$ cat config.mk
export PLATFORM = sky130hd
export DESIGN_NAME = alu_sequencer
export DESIGN_NICKNAME = d
export VERILOG_FILES = /design/src/rtl/alu_sequencer.sv
export SDC_FILE = /design/constraint.sdc
export NUM_CORES = 1
export LEC_CHECK = 0
export BUFFER_PORTS_ARGS = -buffer_cell sky130_fd_sc_hd__buf_2
export CAP_MARGIN = 20
export CORE_UTILIZATION = 36
export DETAILED_ROUTE_END_ITERATION = 12
export GPL_TIMING_DRIVEN = 0
export PLACE_DENSITY = 0.66
export SLEW_MARGIN = 20
export SYNTH_ARGS = -nofsm -noshare
export SYNTH_HDL_FRONTEND = slang
export SYNTH_SLANG_ARGS = --single-unit
$ cat constraint.sdc
create_clock -name in_clk -period 2 [get_ports in_clk]
set_clock_uncertainty 0.2 [all_clocks]
set_input_delay 0.1 -clock in_clk [delete_from_list [all_inputs] [get_ports in_clk]]
set_output_delay 0.1 -clock in_clk [all_outputs]
set_load 0.05 [all_outputs]
$ cat src/rtl/alu_sequencer.sv
// Control FSM for the lab ALU: collects opcode/A/B from debounced button strobes,
// fires a one-cycle ALU start, waits for done under a timeout and holds the result.
module alu_sequencer #(
    parameter int                          WIDTH      = 4,
    parameter int                          OP_WIDTH   = 3,
    parameter logic [(2**OP_WIDTH)-1:0]    UNARY_MASK = 8'b1100_0000,
    parameter int                          TIMEOUT    = 16
) (
    input  logic                  in_clk,
    input  logic                  reset_n,
    input  logic                  inc_pulse,
    input  logic                  save_pulse,
    input  logic                  clear_pulse,
    input  logic [2*WIDTH-1:0]    alu_result,
    input  logic                  alu_done,
    output logic [WIDTH-1:0]      A,
    output logic [WIDTH-1:0]      B,
    output logic [OP_WIDTH-1:0]   opCode,
    output logic                  alu_start,
    output logic [2*WIDTH-1:0]    result,
    output logic                  result_valid,
    output logic [2:0]            state,
    output logic                  timeout_err
);

    localparam int CW = $clog2(TIMEOUT);

    typedef enum logic [2:0] {
        S_OP   = 3'd0,
        S_A    = 3'd1,
        S_B    = 3'd2,
        S_EXEC = 3'd3,
        S_WAIT = 3'd4,
        S_SHOW = 3'd5,
        S_ERR  = 3'd6,
        S_BAD  = 3'd7
    } state_t;

    state_t                cur, nxt;
    logic [CW-1:0]         cnt, next_cnt;
    logic [WIDTH-1:0]      next_a, next_b;
    logic [OP_WIDTH-1:0]   next_op;
    logic [2*WIDTH-1:0]    next_result;
    logic                  next_valid, next_err;

    always_comb begin
        nxt         = cur;
        next_a      = A;
        next_b      = B;
        next_op     = opCode;
        next_result = result;
        next_valid  = result_valid;
        next_err    = timeout_err;
        next_cnt    = cnt;
        if (clear_pulse) begin
            // Abort from anywhere; an in-flight ALU op is simply forgotten.
            nxt         = S_OP;
            next_a      = '0;
            next_b      = '0;
            next_op     = '0;
            next_result = '0;
            next_valid  = 1'b0;
            next_err    = 1'b0;
            next_cnt    = '0;
        end else begin
            case (cur)
                S_OP: begin
                    if (save_pulse)     nxt = S_A;
                    else if (inc_pulse) next_op = opCode + OP_WIDTH'(1);
                end
                S_A: begin
                    if (save_pulse) begin
                        if (UNARY_MASK[opCode]) begin
                            next_b = '0;
                            nxt    = S_EXEC;
                        end else begin
                            nxt = S_B;
                        end
                    end else if (inc_pulse) begin
                        next_a = A + WIDTH'(1);
                    end
                end
                S_B: begin
                    if (save_pulse)     nxt = S_EXEC;
                    else if (inc_pulse) next_b = B + WIDTH'(1);
                end
                S_EXEC: begin
                    next_cnt = '0;
                    nxt      = S_WAIT;
                end
                S_WAIT: begin
                    // done takes precedence over an expiring count in the same cycle
                    if (alu_done) begin
                        next_result = alu_result;
                        next_valid  = 1'b1;
                        nxt         = S_SHOW;
                    end else if (cnt == CW'(TIMEOUT - 1)) begin
                        next_err = 1'b1;
                        nxt      = S_ERR;
                    end else begin
                        next_cnt = cnt + CW'(1);
                    end
                end
                S_SHOW: begin
                    if (save_pulse) begin
                        next_valid = 1'b0;
                        nxt        = S_OP;
                    end
                end
                S_ERR: begin
                    next_valid = 1'b0;
                    if (save_pulse) begin
                        next_err = 1'b0;
                        nxt      = S_OP;
                    end
                end
                default: nxt = S_OP;
            endcase
        end
    end

    always_ff @(posedge in_clk) begin
        if (!reset_n) begin
            cur          <= S_OP;
            A            <= '0;
            B            <= '0;
            opCode       <= '0;
            result       <= '0;
            result_valid <= 1'b0;
            timeout_err  <= 1'b0;
            alu_start    <= 1'b0;
            cnt          <= '0;
        end else begin
            cur          <= nxt;
            A            <= next_a;
            B            <= next_b;
            opCode       <= next_op;
            result       <= next_result;
            result_valid <= next_valid;
            timeout_err  <= next_err;
            cnt          <= next_cnt;
            // Registered start: high exactly while the state register reads S_EXEC.
            alu_start    <= (nxt == S_EXEC);
        end
    end

    assign state = cur;

endmodule
### Yosys cells after proc, flatten, opt, wreduce, memory -nomap -nowiden

Memories as Yosys holds them, arrays and structs flattened. A register that Yosys moved wholly into a read port is not among the register bits.
Index checks and enable logic that the tools add are counted.

* bitwise operators: 2
* equality and inequality tests: 18
* reductions and logical operators: 14
* add/subtract/negate cells: 4
* $lt $le $gt $ge: 1
* mux-type cells: 26

Operators with widths (count)
* 3-bit 2-to-1 mux: 9
* 4-bit 2-to-1 mux: 6
* 2-bit != test, second input constant: 10
* 3-bit case mux with 6 select lines: 1
* 4-bit case mux with 2 select lines: 2
* 4-bit by 1-bit adder with 4-bit output, second input constant: 3
* 3-bit AND reduction: 4
* 3-bit by 2-bit == test with 1-bit output, second input constant: 3
* 3-bit == test, second input constant: 3
* 1-bit 2-to-1 mux: 6
* 2-bit nonzero test: 3
* 5-bit AND reduction: 1
* 4-bit == test, second input constant: 1
* 3-bit by 4-bit < comparator with 1-bit output, second input constant: 1
* 4-bit AND reduction: 1
* 2-bit OR reduction: 2
* 3-bit by 1-bit adder with 3-bit output, second input constant: 1
* 3-bit by 1-bit == test with 1-bit output, second input constant: 1
* 3-bit zero test: 1
* 1-bit case mux with 3 select lines: 1
* 3-bit nonzero test: 1
* 1-bit inverter: 2
* 1-bit case mux with 2 select lines: 1
* 2-bit AND reduction: 1

* bits of input ports: 14
* flip-flop bits (word level): 29
* bits in read-only memories: 8
* memories: 1
* logic and storage cells: 75
* output and inout bits: 25

Memory list
* (no name shown): depth 8, width 1, read ports 1, clocked after memory_dff 1, write ports 0, RTL line 73 `if (UNARY_MASK[opCode]) begin`

### Depth between registers and ports, before layout

* word-level depth: 7
* mapped depth: 5
* gate-level depth less buffers: 5

### Worst setup path before layout

No wires, ideal clock.

* path type: register to register
* start point: register cur[2] (netlist: state[2])
* end point: register cnt[3]
* arrival time: 1.685 ns
* path slack: 0.045 ns
* buffers on the path: 1
* setup time: 0.070 ns
* data required time: 1.730 ns
* cell stages (with the launch flop): 6
* clock period less this slack: 1.955 ns
* cells stage by stage: dfxtp_1 -> buf_6 -> nor4b_2 -> o22ai_2 -> or3_1 -> a21oi_1

* longest elaborated chain between the ends: 3
* elaborated cells on any way between the ends: 7
* classes of those cells: 4 x eq/ne; 1 x mux; 2 x reduce/logical

RTL lines
* start, declared: RTL line 39 `state_t cur, nxt;`
* start signal, assigned: RTL line 134 `cur <= nxt;`
* 3-bit == test or 3-bit by 2-bit == test with 1-bit output (tied branches): RTL line 66 `case (cur)`
* 2-bit != test (no source line) or 2-bit nonzero test (tied branches)
* 3-bit AND reduction (no source line)
* end signal, assigned: RTL line 141 `cnt <= next_cnt;`
* end, declared: RTL line 40 `logic [CW-1:0] cnt, next_cnt;`

Several ways; a longest one is shown, not always the timed one.
A chain may end at the register's enable or synchronous reset.

### Final worst setup path

* start point: register cur[1] (netlist: state[1])
* end point: register cur[1] (netlist: state[1])

* longest elaborated chain between the ends: 4
* elaborated cells on any way between the ends: 16
* classes of those cells: 6 x eq/ne; 8 x mux; 2 x reduce/logical

RTL lines
* 3-bit == test or 3-bit 2-to-1 mux (tied branches): RTL line 66, 97
* 2-bit OR reduction (no source line) or 3-bit 2-to-1 mux (tied branches)
* 3-bit case mux with 6 select lines (*): RTL line 66
* 3-bit 2-to-1 mux (*): RTL line 55 `if (clear_pulse) begin`

Every way passes the cells marked *; elsewhere a longest branch is shown, timed or not.

==> impl_metrics.csv <==
group,metric,value,unit
status,status,"finished, final reports clean",
synthesis,synth_top_area_share,41.7,%
place,io_buffers,38,
cts,clk_pin_slew,0.07,ns
cts,clock_latency,0.29,ns
floorplanning,ios,39,
worst_hold_path,hold_class,"input port to flop",
power,p_int,0.887,mW
setup_path,cp-endpoint,"state[1]",
power,total_power,1.20,mW
sta,report.final.setup_viol,0,
cells_and_area,layout-drive-gt1-share,27.6,%
synthesis,yosys.area.top_type,"dfxtp_1",
power,p_leak,0.769,nW
sta,post-route-min-period,1.76,ns
cts,clock_sinks,30,
sta,worst_pin_slew,0.489,ns
setup_path,r2r_slack,0.24,ns
place,dp_hpwl,2150,µm
global_route,grt_pass1_wl,5430,µm
setup_path,reg2reg_depth,5,
global_route,grt_pass1_vias,1224,
synthesis,ys.flop_type,"dfxtp_1",
run,cap_violations,0,
setup_path,arrival,1.71,ns
setup_path,critPathRequiredTime,1.95,ns
cts,htree_levels,2,
drt,dr.first_iter.drc_count,52,
global_route,grt_max_degree,12,
floorplanning,die_height,65.3,µm
global_route,grt-ovfl-total,0,
power,powerDensity,643,nW/µm²
setup_path,critPathMaxFanout,10,
power,power_frac_comb,8.4,%
cells_and_area,multi_input_area,782,µm²
cells_and_area,layout.area.seq,601,µm²
global_route,grt_usage,16.8,%
power,ir_worst_vdd,0.000392,V
synthesis,synth_fp_nets,177,
synthesis,synthArstFlopShare,0,%
floorplanning,die_x,65.3,µm
floorplanning,coreArea,3740,µm²
cells_and_area,n_antenna_cell,0,
synthesis,yosysUniqueCellTypes,39,
cells_and_area,fillCellCount,392,
cells_and_area,nets,231,
cts,cts_root_buf,"clkbuf_8",
power,p_switching,0.316,mW
floorplanning,start_util,38.5,%
sta,report.final.hold_viol_count,0,
cts,cts_buffers,5,
drt,viasPerCell,4.93,
synthesis,ys_seq_elements,30,
cts,cts_resized,0,
cts,cts.path.max_buffers,2,
sta,slew_viol_final,0,
drt,vias,1291,
drt,ant_nets,0,
cts,cts_tree,"yes",
setup_path,path_class,"flop to flop",
setup_path,rr_startpoint,"state[1]",
setup_path,worstReg2RegEnd,"state[1]",
synthesis,yosysSeqAreaShare,41.7,%
power,swShare,26.3,%
synthesis,synth_area,1440,µm²
floorplanning,dieArea,4260,µm²
power,clkPwrFrac,41.2,%
place,gp_congestion,0.769,
floorplanning,num_rows,22,
power,power_frac_seq,50.3,%
setup_path,startpoint_type,"flop",
setup_path,critPathLaunch,"state[1]",
synthesis,ys_warn_count,0,
global_route,antenna_found_initial,0,
synthesis,synth-edff-count,0,
sta,max_freq,0.569,GHz
setup_path,crit_path_end_kind,"flop",
synthesis,syn_avg_cell_area,9.07,µm²
drt,drc,0,
drt,detail_route.wl_per_cell,11.8,µm
cells_and_area,layout-area-overhead-vs-synth,29.9,%
sta,rsz0062_at_grt,"false",
sta,tns,0,ns
synthesis,netlist_instances,159,
drt,firstDrtPassIters,4,
drt,drt-total-wl,3090,µm
sta,slew_headroom,67.2,%
synthesis,netlist_top_cells_area,"dfxtp_1, mux2i_1, nor2_1, a21oi_1, xor2_1",
sta,period_share,87.8,%
[per-layer routing]
metal	GRT usage [%]	vias up	share of wire, %
met3	5.90	6	4.8
met2	26.7	30	47
met5	0	-	0
li1	-	663	-
met1	19.9	592	46
met4	8.42	0	1.8
[synthesized netlist by cell type (all sizes together) (2+ instances only)]
cell type and number:
nor3 5, inv 4, or2 2, xor2 8, o221ai 2, xnor2 2, nand2b 3, mux2i 10
buf 4, nor2 27, a211oi 3, nand3 12, nor3b 2, ha 4, o21ai 3, a21oi 14
dfxtp 30, clkbuf 4, nand2 6
[critical path, stage by stage, from the launching register on]
cell and delay [ns]:
dfxtp_1 0.47, buf_2 0.26, nand3b_1 0.16, a21oi_1 0.09, nor3_1 0.35, a311oi_2 0.08
[final cells by class]
cell class	instances	area share [%]
buffer	8	2.34
clock buffer	5	3.68
clock inverter	3	1.14
inverter	4	0.802
multi-input combinational	117	41.8
sequential	30	32.1
tap	48	3.21
timing repair buffer	47	15.0
[how the worst min path moves through the flow]
| stage | start | endpoint | slack (ns) | depth (start not counted) |
|---|---|---|---|---|
| floorplan | alu_result[0] | result[0] | 0.05 | 2 |
| global placement | alu_result[7] | result[7] | 0.13 | 3 |
| detailed placement | alu_result[5] | result[5] | 0.15 | 3 |
| CTS | save_pulse | result_valid | 0.07 | 4 |
| global route | inc_pulse | A[1] | 0.10 | 4 |
| finish | save_pulse | result_valid | 0.06 | 4 |
[state kept, by name, summed over array words and instances (netlist names), 3 cells and up, named ones only]
signal  count
result      8
B           4
opCode      3
A           4
state       3
cnt         4
[cells by family (layout without fill, tap and decap cells)]
| family | after synthesis | in the layout | share of synthesized area [%] |
|---|---|---|---|
| and+or+nand+nor | 68 | 68 | 26.5 |
| DFF | 30 | 30 | 41.7 |
| adders and majority gates | 4 | 4 | 3.47 |
| xor gates and xnor gates | 10 | 10 | 6.08 |
| muxes | 10 | 10 | 6.94 |
| AOI/OAI and AO/OA | 25 | 25 | 11.3 |
| buffers and inverters | 12 | 67 | 4.08 |
[stage by stage]
step,area (µm²),utilization (%),setup WS [ns],cells,hold WS (ns)
finish,1870,50.0,0.244,262,0.0634
global placement,1690,45.2,0.287,245,0.132
detailed placement,1690,45.2,0.271,245,0.146
CTS,1870,50.0,0.240,262,0.0686
global route,1870,50.0,0.0879,262,0.102
floorplan,1440,-,0.0448,159,0.0472
[what timing repair did]
action                    in CTS  in global routing
hold endpoints to repair       9                  0
hold buffers                   9                  0
setup buffers                  0                  0
[power groups by stage]
stage	Sequential [mW]	Clock [mW]	Combinational [mW]
floorplan	0.629	0	0.0477
global placement	0.619	0	0.0869
detailed placement	0.619	0	0.0873
global route	0.606	0.545	0.111
finish	0.606	0.496	0.101
CTS	0.606	0.510	0.101
[cells in the final DEF (no fill, tap or decap), types with 2 or more instances in the layout]
cell type,count
ha_1,4
o221ai_1,2
clkbuf_1,4
nand2b_1,3
dlygate4sd3_1,9
dfxtp_1,30
nand3_1,12
a211oi_1,3
xor2_1,8
xnor2_1,2
a21oi_1,14
mux2i_1,10
clkbuf_8,5
nand2_1,6
o21ai_0,3
nor2_1,26
buf_2,40
nor3_1,4
inv_1,4
No activity file was read; power rests on OpenSTA's default activity.
